$ cat src/rtl/mod_operand_stage.sv
`default_nettype none
// ============================================================================
// Module   : mod_operand_stage
// Purpose  : Registered operand staging in front of the combinational modulo
//            unit. Two-entry skid buffer (main + skid) on a valid/ready
//            handshake so in_ready comes straight from a flop.
// Options  : MOD_ZERO_GUARD_EN - replace a zero divisor with 1, flag the pair
//            on out_dz and keep a saturating count of flagged deliveries.
// Revision : 1.0 - initial release
// ============================================================================
module mod_operand_stage #(
   parameter int DATAWIDTH  = 8,
   parameter int COUNTWIDTH = 8
) (
   input  logic                  Clk,
   input  logic                  Rst,
   input  logic                  in_valid,
   output logic                  in_ready,
   input  logic [DATAWIDTH-1:0]  in_a,
   input  logic [DATAWIDTH-1:0]  in_b,
   output logic                  out_valid,
   input  logic                  out_ready,
   output logic [DATAWIDTH-1:0]  out_a,
   output logic [DATAWIDTH-1:0]  out_b,
   output logic                  out_dz,
   output logic [COUNTWIDTH-1:0] dz_count
);

   typedef enum logic [1:0] {
      S_EMPTY = 2'd0,
      S_ONE   = 2'd1,
      S_FULL  = 2'd2
   } state_t;

   state_t                r_state;
   logic                  r_in_ready;
   logic                  r_out_valid;
   logic [DATAWIDTH-1:0]  r_main_a;
   logic [DATAWIDTH-1:0]  r_main_b;
   logic [DATAWIDTH-1:0]  r_skid_a;
   logic [DATAWIDTH-1:0]  r_skid_b;

   logic                  w_accept;
   logic                  w_deliver;
   logic                  w_load_main_in;
   logic                  w_load_main_skid;
   logic                  w_load_skid;
   logic [DATAWIDTH-1:0]  w_in_b;

   assign w_accept  = in_valid && r_in_ready;
   assign w_deliver = r_out_valid && out_ready;

   // New pair goes to main when main is empty or being drained; otherwise to skid.
   // Skid refills main whenever the downstream takes the current pair.
   assign w_load_main_in   = w_accept && ((r_state == S_EMPTY) ||
                                          ((r_state == S_ONE) && out_ready));
   assign w_load_skid      = w_accept && (r_state == S_ONE) && !out_ready;
   assign w_load_main_skid = (r_state == S_FULL) && out_ready;

   // Handshake FSM with registered in_ready/out_valid
   always_ff @(posedge Clk or posedge Rst) begin
      if (Rst) begin
         r_state     <= S_EMPTY;
         r_in_ready  <= 1'b1;
         r_out_valid <= 1'b0;
      end else begin
         case (r_state)
            S_EMPTY: begin
               if (w_accept) begin
                  r_state     <= S_ONE;
                  r_out_valid <= 1'b1;
               end
            end
            S_ONE: begin
               if (w_accept && !w_deliver) begin
                  r_state    <= S_FULL;
                  r_in_ready <= 1'b0;
               end else if (!w_accept && w_deliver) begin
                  r_state     <= S_EMPTY;
                  r_out_valid <= 1'b0;
               end
            end
            S_FULL: begin
               if (w_deliver) begin
                  r_state    <= S_ONE;
                  r_in_ready <= 1'b1;
               end
            end
            default: begin
               r_state     <= S_EMPTY;
               r_in_ready  <= 1'b1;
               r_out_valid <= 1'b0;
            end
         endcase
      end
   end

   // Operand storage for main and skid entries
   always_ff @(posedge Clk or posedge Rst) begin
      if (Rst) begin
         r_main_a <= '0;
         r_main_b <= '0;
         r_skid_a <= '0;
         r_skid_b <= '0;
      end else begin
         if (w_load_main_in) begin
            r_main_a <= in_a;
            r_main_b <= w_in_b;
         end else if (w_load_main_skid) begin
            r_main_a <= r_skid_a;
            r_main_b <= r_skid_b;
         end
         if (w_load_skid) begin
            r_skid_a <= in_a;
            r_skid_b <= w_in_b;
         end
      end
   end

`ifdef MOD_ZERO_GUARD_EN
   logic                  w_in_dz;
   logic                  r_main_dz;
   logic                  r_skid_dz;
   logic [COUNTWIDTH-1:0] r_dz_count;

   // A zero divisor becomes 1 so the remainder downstream is simply 0
   assign w_in_dz = (in_b == '0);
   assign w_in_b  = w_in_dz ? DATAWIDTH'(1) : in_b;

   // Zero-divisor flag follows its pair through main/skid
   always_ff @(posedge Clk or posedge Rst) begin
      if (Rst) begin
         r_main_dz <= 1'b0;
         r_skid_dz <= 1'b0;
      end else begin
         if (w_load_main_in) begin
            r_main_dz <= w_in_dz;
         end else if (w_load_main_skid) begin
            r_main_dz <= r_skid_dz;
         end
         if (w_load_skid) begin
            r_skid_dz <= w_in_dz;
         end
      end
   end

   // Saturating count of flagged pairs actually handed downstream
   always_ff @(posedge Clk or posedge Rst) begin
      if (Rst) begin
         r_dz_count <= '0;
      end else if (w_deliver && r_main_dz && (r_dz_count != {COUNTWIDTH{1'b1}})) begin
         r_dz_count <= r_dz_count + COUNTWIDTH'(1);
      end
   end

   assign out_dz   = r_main_dz;
   assign dz_count = r_dz_count;
`else
   assign w_in_b   = in_b;
   assign out_dz   = 1'b0;
   assign dz_count = '0;
`endif

   assign in_ready  = r_in_ready;
   assign out_valid = r_out_valid;
   assign out_a     = r_main_a;
   assign out_b     = r_main_b;

endmodule
`default_nettype wire

$ cat config.mk
export PLATFORM = sky130hd
export DESIGN_NAME = mod_operand_stage
export DESIGN_NICKNAME = d
export VERILOG_FILES = /design/src/rtl/mod_operand_stage.sv
export SDC_FILE = /design/constraint.sdc
export NUM_CORES = 1
export LEC_CHECK = 0
export CAP_MARGIN = 20
export CORE_MARGIN = 4
export CORE_UTILIZATION = 39
export DETAILED_ROUTE_END_ITERATION = 12
export MAX_ROUTING_LAYER = met4
export PLACE_DENSITY = 0.67
export REMOVE_ABC_BUFFERS = 1
export SYNTH_ARGS = -nofsm -noshare
export SYNTH_HDL_FRONTEND = slang
export SYNTH_SLANG_ARGS = --single-unit
$ cat constraint.sdc
create_clock -name Clk -period 4.16 [get_ports Clk]
set_clock_uncertainty 0.05 [all_clocks]
set_input_delay 1.04 -clock Clk [delete_from_list [all_inputs] [get_ports Clk]]
set_output_delay 1.04 -clock Clk [all_outputs]
set_load 0.05 [all_outputs]
Yosys cells after proc, flatten, opt, wreduce, memory -nomap -nowiden --
Cells that the tools add are included.
Storage, ports and cells: bits in registers 36, output and inout bits 27
Operators by class: equal/unequal tests 8, muxes and demuxes 16, bitwise gates (word level) 2, reduce and logical (&&, ||, !) cells 18
Operators by type and width (number):
- 8-bit 2-to-1 mux | 4
- 1-bit logical AND | 9
- 2-bit 2-to-1 mux | 4
- 2-bit inequality test, second input constant | 3
- 1-bit one-hot mux with 3 select lines | 2
- 2-bit one-hot mux with 3 select lines | 1
- 3-bit AND reduction | 2
- 1-bit 2-to-1 mux | 5
- 2-bit by 1-bit inequality test with 1-bit output, second input constant | 2
- 4-bit AND reduction | 1
- 1-bit zero test | 3
- 3-bit by 1-bit inequality test with 1-bit output, second input constant | 1
- 2-bit by 1-bit == test with 1-bit output, second input constant | 1
- 2-bit == test, second input constant | 1
- 2-bit zero test | 1
- 1-bit inverter | 2
- 2-bit nonzero test | 1
- 1-bit logical OR | 1

Logic depth before layout (Yosys ltp) --
Gate-level depths: netlist (run 1).
word-level depth 6, gate-level depth with buffers 5

Least setup slack after synthesis (run 1) --
Ideal clock, no wire load.
path type input to register, start input port out_ready, end register r_main_a[0], in the netlist out_a[0], library setup time 125 ps, arrival 2118 ps, data required time 3985 ps, slack 1867 ps, stages 5, buffers on the path 2, cells stage by stage buf_2 > nand3b_4 > buf_2 > mux2_2 > mux2_2
Between the ends: cells in the longest elaborated chain, start to end 4
RTL lines:
- start: declaration | RTL line 22 | input logic out_ready,
- 1-bit logical AND | RTL line 56 | ((r_state == S_ONE) && out_ready));
- 1-bit logical OR | RTL line 55 | assign w_load_main_in = w_accept && ((r_state == S_EMPTY) ||
- 1-bit logical AND | RTL line 55
- 8-bit 2-to-1 mux / 2-bit nonzero test (equally long branches)
- end signal: assignment | RTL line 107 | r_main_a <= in_a;
- end signal: assignment | RTL line 110 | r_main_a <= r_skid_a;
- end: declaration | RTL line 38 | logic [DATAWIDTH-1:0] r_main_a;
Several ways; a longest one is shown, not always the timed one. A chain may end at the register's enable or synchronous reset.

Worst setup path after layout (run 1) --
start input port out_ready, end register r_main_a[6], in the netlist out_a[6]
Same word-level chain as after synthesis.

==> impl_metrics.ini, run 1 <==
[logic_synthesis]
ys_seq_elements = 36
yosys.area.top_type = dfrtp_1
syn_area_um2 = 1720
ys_top_cells_by_area = dfrtp_1, mux2_2, buf_4
syn_avg_cell_area_um2 = 14.2
synth-seq-area-share = 0.526
synth_edf_count = 0
synth_ff_type = dfrtp_1
netlist_instances = 121
synth-async-reset-ratio = 1.00
yosys-top-cells-count = mux2_2, dfrtp_1, buf_4, a21oi_1, nand2_1
synth_top_area_frac = 0.510
ys_warn_count = 0
synth_most_common_cell = mux2_2
synthDistinctLibCells = 23

[global_routing]
antenna_found_initial = 0
grt-ovfl-total = 0
grt_pass1_wl_mm = 5.19
grt_max_degree = 27
grt.total_usage = 0.130
grt_pass1_vias = 1109

[detailed_routing]
routed_wl_mm = 3.16
ant_nets = 0
num_vias = 1052
avgViaCountPerCell = 4.94
wl_per_cell_um = 14.8
firstDrtPassIters = 4
dr.first_iter.drc_count = 20
drcViolationCount = 0

[sta]
rsz0062_at_grt = false
worst_pin_slew_ns = 0.916
setup_tns_ns = 0
relSlewSlack = 0.390
holdWs_ns = 0.453
finalHoldViolCount = 0
min_period_ns = 2.74
finalSetupViolCount = 0
slew_violations = 0
min_period_over_period = 0.659
finalWorstSetupSlack_ns = 1.42
fmax_mhz = 365

[clock_network]
cts-buffers-inserted = 5
ctsResizeCount = 0
clockBufferDepth = 2
clock_latency_ns = 0.28
cts-root-buf = clkbuf_8
clk_pin_slew_ns = 0.06
h-tree-depth = 2
cts_setup_buffers = 0
cts_hold_buf = 0
cts_tree = done
cts_sinks = 36

[floorplan]
row_count = 23
dieArea_um2 = 5530
core-area_um2 = 4120
die_height_um = 74.3
chipWidth_um = 74.3
initial_core_util = 0.417
pin_count = 47

[setup_path]
regToRegEndpoint = out_a[6]
cpMaxStageDelayCell = o21ai_2
ff2ff_path_depth = 3
worstSetupEndpoint = out_a[6]
cp_cell_sequence = clkdlybuf4s50_1 > o21ai_2 > mux2_2
critPathKind = primary input to flop
cp-end-kind = flop
cp-start-kind = primary input
rr_startpoint = r_state[0]
crit_path_start = out_ready
critPathRequiredTime_ns = 4.27
r2r_setup_slack_ns = 2.27
slowest_delay_ns = 0.80
crit_arrival_ns = 2.85
critPathMaxFanout = 16

[placed_design]
place_congestion = 0.836
dp.cells = 204
post-place-ws_ns = 1.09
numPortBuffers = 37

[run_status]
outcome = finished, final reports clean

[cells_and_area]
nets = 182
finalNonFillerCells = 213
drive_above_1_share = 0.387
area_delta_synth_final_pct = 28.9
n_antenna_cell = 0

[job]
drv_cap = 0

[power_and_ir_drop]
peakVddDrop_v = 0.000225
p_per_area_nw_per_um2 = 301
p_leak_nw = 1.09

[hold_path]
hp-class = flop to flop
[worst max-delay path, delay by kind of cell]
kind / cells / cell delay (ns)
buffers and inverters: 1 / 0.59
multiplexers: 1 / 0.42
AO/OA/AOI/OAI: 1 / 0.80
[layer usage]
layer,track usage,part of all wire,vias to the layer above
met5,-,0,-
met4,0.0415,0.011,0
met3,0.0473,0.084,5
met2,0.213,0.48,47
met1,0.148,0.43,505
li1,-,-,495
[where the power goes]
| part | switching (W) | internal [W] |
|---|---|---|
| Clock | 0.000114 | 0.000151 |
| Combinational | 0.0000310 | 0.0000197 |
| Sequential | 0.0000000000000866 | 0.000350 |
[placed cells by master (no fill, tap or decap), types with 2 or more instances in the layout]
| master | n |
|---|---|
| mux2_2 | 48 |
| clkdlybuf4s50_1 | 37 |
| dfrtp_1 | 35 |
| conb_1 | 9 |
| clkbuf_8 | 7 |
| nand2_1 | 3 |
| a21oi_1 | 3 |
| o21ai_0 | 2 |
| inv_1 | 2 |
| mux2i_1 | 2 |
| buf_4 | 2 |
[final cells by class]
| type | count | area [um2] |
|---|---|---|
| Inverter | 3 | 11.3 |
| Clock buffer | 8 | 100 |
| Fill cell | 349 | 1900 |
| Timing Repair Buffer | 40 | 413 |
| Sequential cell | 36 | 902 |
| Tap cell | 50 | 62.6 |
| Multi-Input combinational cell | 76 | 723 |
[per-stage QoR]
step                      utilization  power [W]  instance area, um2
after floorplan                     -   0.000380                1640
after CTS                       0.531   0.000674                2180
final                           0.538   0.000665                2210
after global routing            0.538   0.000691                2210
after global placement          0.507   0.000404                2080
after detailed placement        0.507   0.000405                2080
[registers in the layout, summed over array words and instances (netlist names)]
register / cells
in_ready: 1
out_a: 8
out_b: 8
out_valid: 1
r_skid_a: 8
r_skid_b: 8
r_state: 2
[logic make-up after synthesis]
logic type | after synthesis | synth area share
AOI/OAI and AO/OA | 9 | 0.0328
and+or+nand+nor | 8 | 0.0423
muxes | 50 | 0.327
buffers and inverters | 17 | 0.0707
other | 1 | 0.00218
DFF | 36 | 0.526
[worst min-delay path by stage]
stage	from	end	slack (ns)	cells after the start
finish	r_skid_a[6]	r_skid_a[6]	0.45	1
global route	r_skid_a[6]	r_skid_a[6]	0.47	1
CTS	r_skid_b[3]	r_skid_b[3]	0.46	1
detailed placement	r_skid_b[3]	r_skid_b[3]	0.44	1
global placement	r_skid_a[0]	r_skid_a[0]	0.44	1
floorplan	r_skid_a[0]	r_skid_a[0]	0.43	1
Note: power is estimated with default switching activity, not from simulation.
==> run 2: changes to the inputs <==
==> constraint.sdc (replaced) <==
create_clock -name Clk -period 2.8 [get_ports Clk]
set_clock_uncertainty 0.05 [all_clocks]
set_input_delay 0.7 -clock Clk [delete_from_list [all_inputs] [get_ports Clk]]
set_output_delay 0.7 -clock Clk [all_outputs]
set_load 0.05 [all_outputs]
==> impl_metrics.ini, run 2 (synthesis gave the netlist of run 1 again) <==
[run_status]
outcome = finished, final reports clean

[cells_and_area]
area_delta_synth_final_pct = 27.7
drive_above_1_share = 0.394
final_common_cell = mux2_2
n_antenna_cell = 0
finalNonFillerCells = 215
nets = 185
layout_common_cells = mux2_2, clkdlybuf4s50_1, dfrtp_1

[setup_path]
critPathTopFamily = buffers and inverters
critPathMaxFanout = 5
critPathBufInv = 1
crit_arrival_ns = 1.63
slowest_delay_ns = 0.80
regToRegEndpoint = r_skid_b[1]
r2r_setup_slack_ns = 1.15
cp-start-kind = flop
critPathRequiredTime_ns = 2.05
cpMaxStageDelayCell = clkdlybuf4s50_1
cp-end-kind = primary output
rr_startpoint = in_ready
ff2ff_path_depth = 4
critPathKind = flop to primary output
cp_cell_sequence = clkdlybuf4s50_1

[hold_path]
worstHoldStart = r_skid_a[0]
hp-class = flop to flop
min_path_cells = 1
whs_endpoint = r_skid_a[0]

[sta]
min_period_over_period = 0.851
setup_tns_ns = 0
finalHoldViolCount = 0
finalWorstSetupSlack_ns = 0.417
worst_pin_slew_ns = 0.666
rsz0062_at_grt = false
slew_violations = 0
min_period_ns = 2.38
relSlewSlack = 0.556
finalSetupViolCount = 0
fmax_mhz = 420

[detailed_routing]
dr.first_iter.drc_count = 22
wl_per_cell_um = 14.6
avgViaCountPerCell = 4.90
firstDrtPassIters = 2
drcViolationCount = 0
routed_wl_mm = 3.14
num_vias = 1054
ant_nets = 0

[clock_network]
cts-root-buf = clkbuf_8
cts_hold_buf = 0
ctsResizeCount = 0
h-tree-depth = 2
cts_sinks = 36
clock_latency_ns = 0.28
cts_setup_buffers = 0
clockBufferDepth = 2
cts-buffers-inserted = 5
cts_tree = done
clk_pin_slew_ns = 0.07

[global_routing]
grt-ovfl-total = 0
grt.total_usage = 0.131
grt_pass1_vias = 1130
antenna_found_initial = 0
grt_max_degree = 19
grt_pass1_wl_mm = 5.28

[placed_design]
dp_hpwl_mm = 2.32
dp.cells = 208
place_congestion = 0.780
post-place-ws_ns = 0.288
numPortBuffers = 37

[power_and_ir_drop]
power_w = 0.000925
p_leak_nw = 1.09
p_per_area_nw_per_um2 = 422
peakVddDrop_v = 0.000309

[floorplan]
chipWidth_um = 74.3
die_height_um = 74.3
pin_count = 47
core-area_um2 = 4120
initial_core_util = 0.417
row_count = 23
dieArea_um2 = 5530

[job]
drv_cap = 0
[run 2: cell types whose count changed in the layout (fill, tap and decap cells not counted)]
cell,change
clkinv_2,+1
buf_4,+4
buf_16,-1
clkbuf_8,-2
[run 2: area by class of cell]
type	instances	area (um2)
clock inverters	1	5.00
inverters	3	11.3
clock buffers	6	72.6
multi-input cells	76	723
fillers	351	1920
well taps	50	62.6
flip-flops and latches	36	902
repair buffers	43	415
[run 2: per-stage QoR]
step / hold slack [ns] / instance area [um2] / util
final: 0.450 / 2190 / 0.533
after global routing: 0.469 / 2190 / 0.533
after CTS: 0.457 / 2190 / 0.533
after detailed placement: 0.442 / 2110 / 0.514
after global placement: 0.435 / 2110 / 0.514
after floorplan: 0.427 / 1640 / -
[run 2: worst max-delay path by stage]
stage / startpoint / endpoint / cells after the start
2_1_floorplan: in_ready / r_skid_a[0] / 3
3_3_place_gp: out_ready / out_a[5] / 4
3_5_place_dp: out_ready / out_a[1] / 4
4_1_cts: in_ready / in_ready / 1
5_1_grt: in_ready / in_ready / 1
6_report: in_ready / in_ready / 1
[run 2: worst register-to-register path, stage by stage (launching register included)]
cell and delay (ns):
dfstp_2 0.56, nand2_1 0.14, nor4_4 0.19, buf_4 0.26, mux2_2 0.36
[run 2: metal layers]
layer | vias up | share of wire | GRT usage
met1 | 517 | 0.44 | 0.160
met4 | 0 | 0.0064 | 0.0455
met3 | 4 | 0.081 | 0.0486
met5 | - | 0 | -
li1 | 494 | - | -
met2 | 39 | 0.47 | 0.202
[run 2: where the power goes]
group	total, W	leakage (nW)	internal [W]	switching, W
clock network	0.000333	0.0410	0.000169	0.000164
registers	0.000520	0.494	0.000520	0.000000000000135
logic	0.0000718	0.552	0.0000263	0.0000456
total	0.000925	1.09	0.000715	0.000210
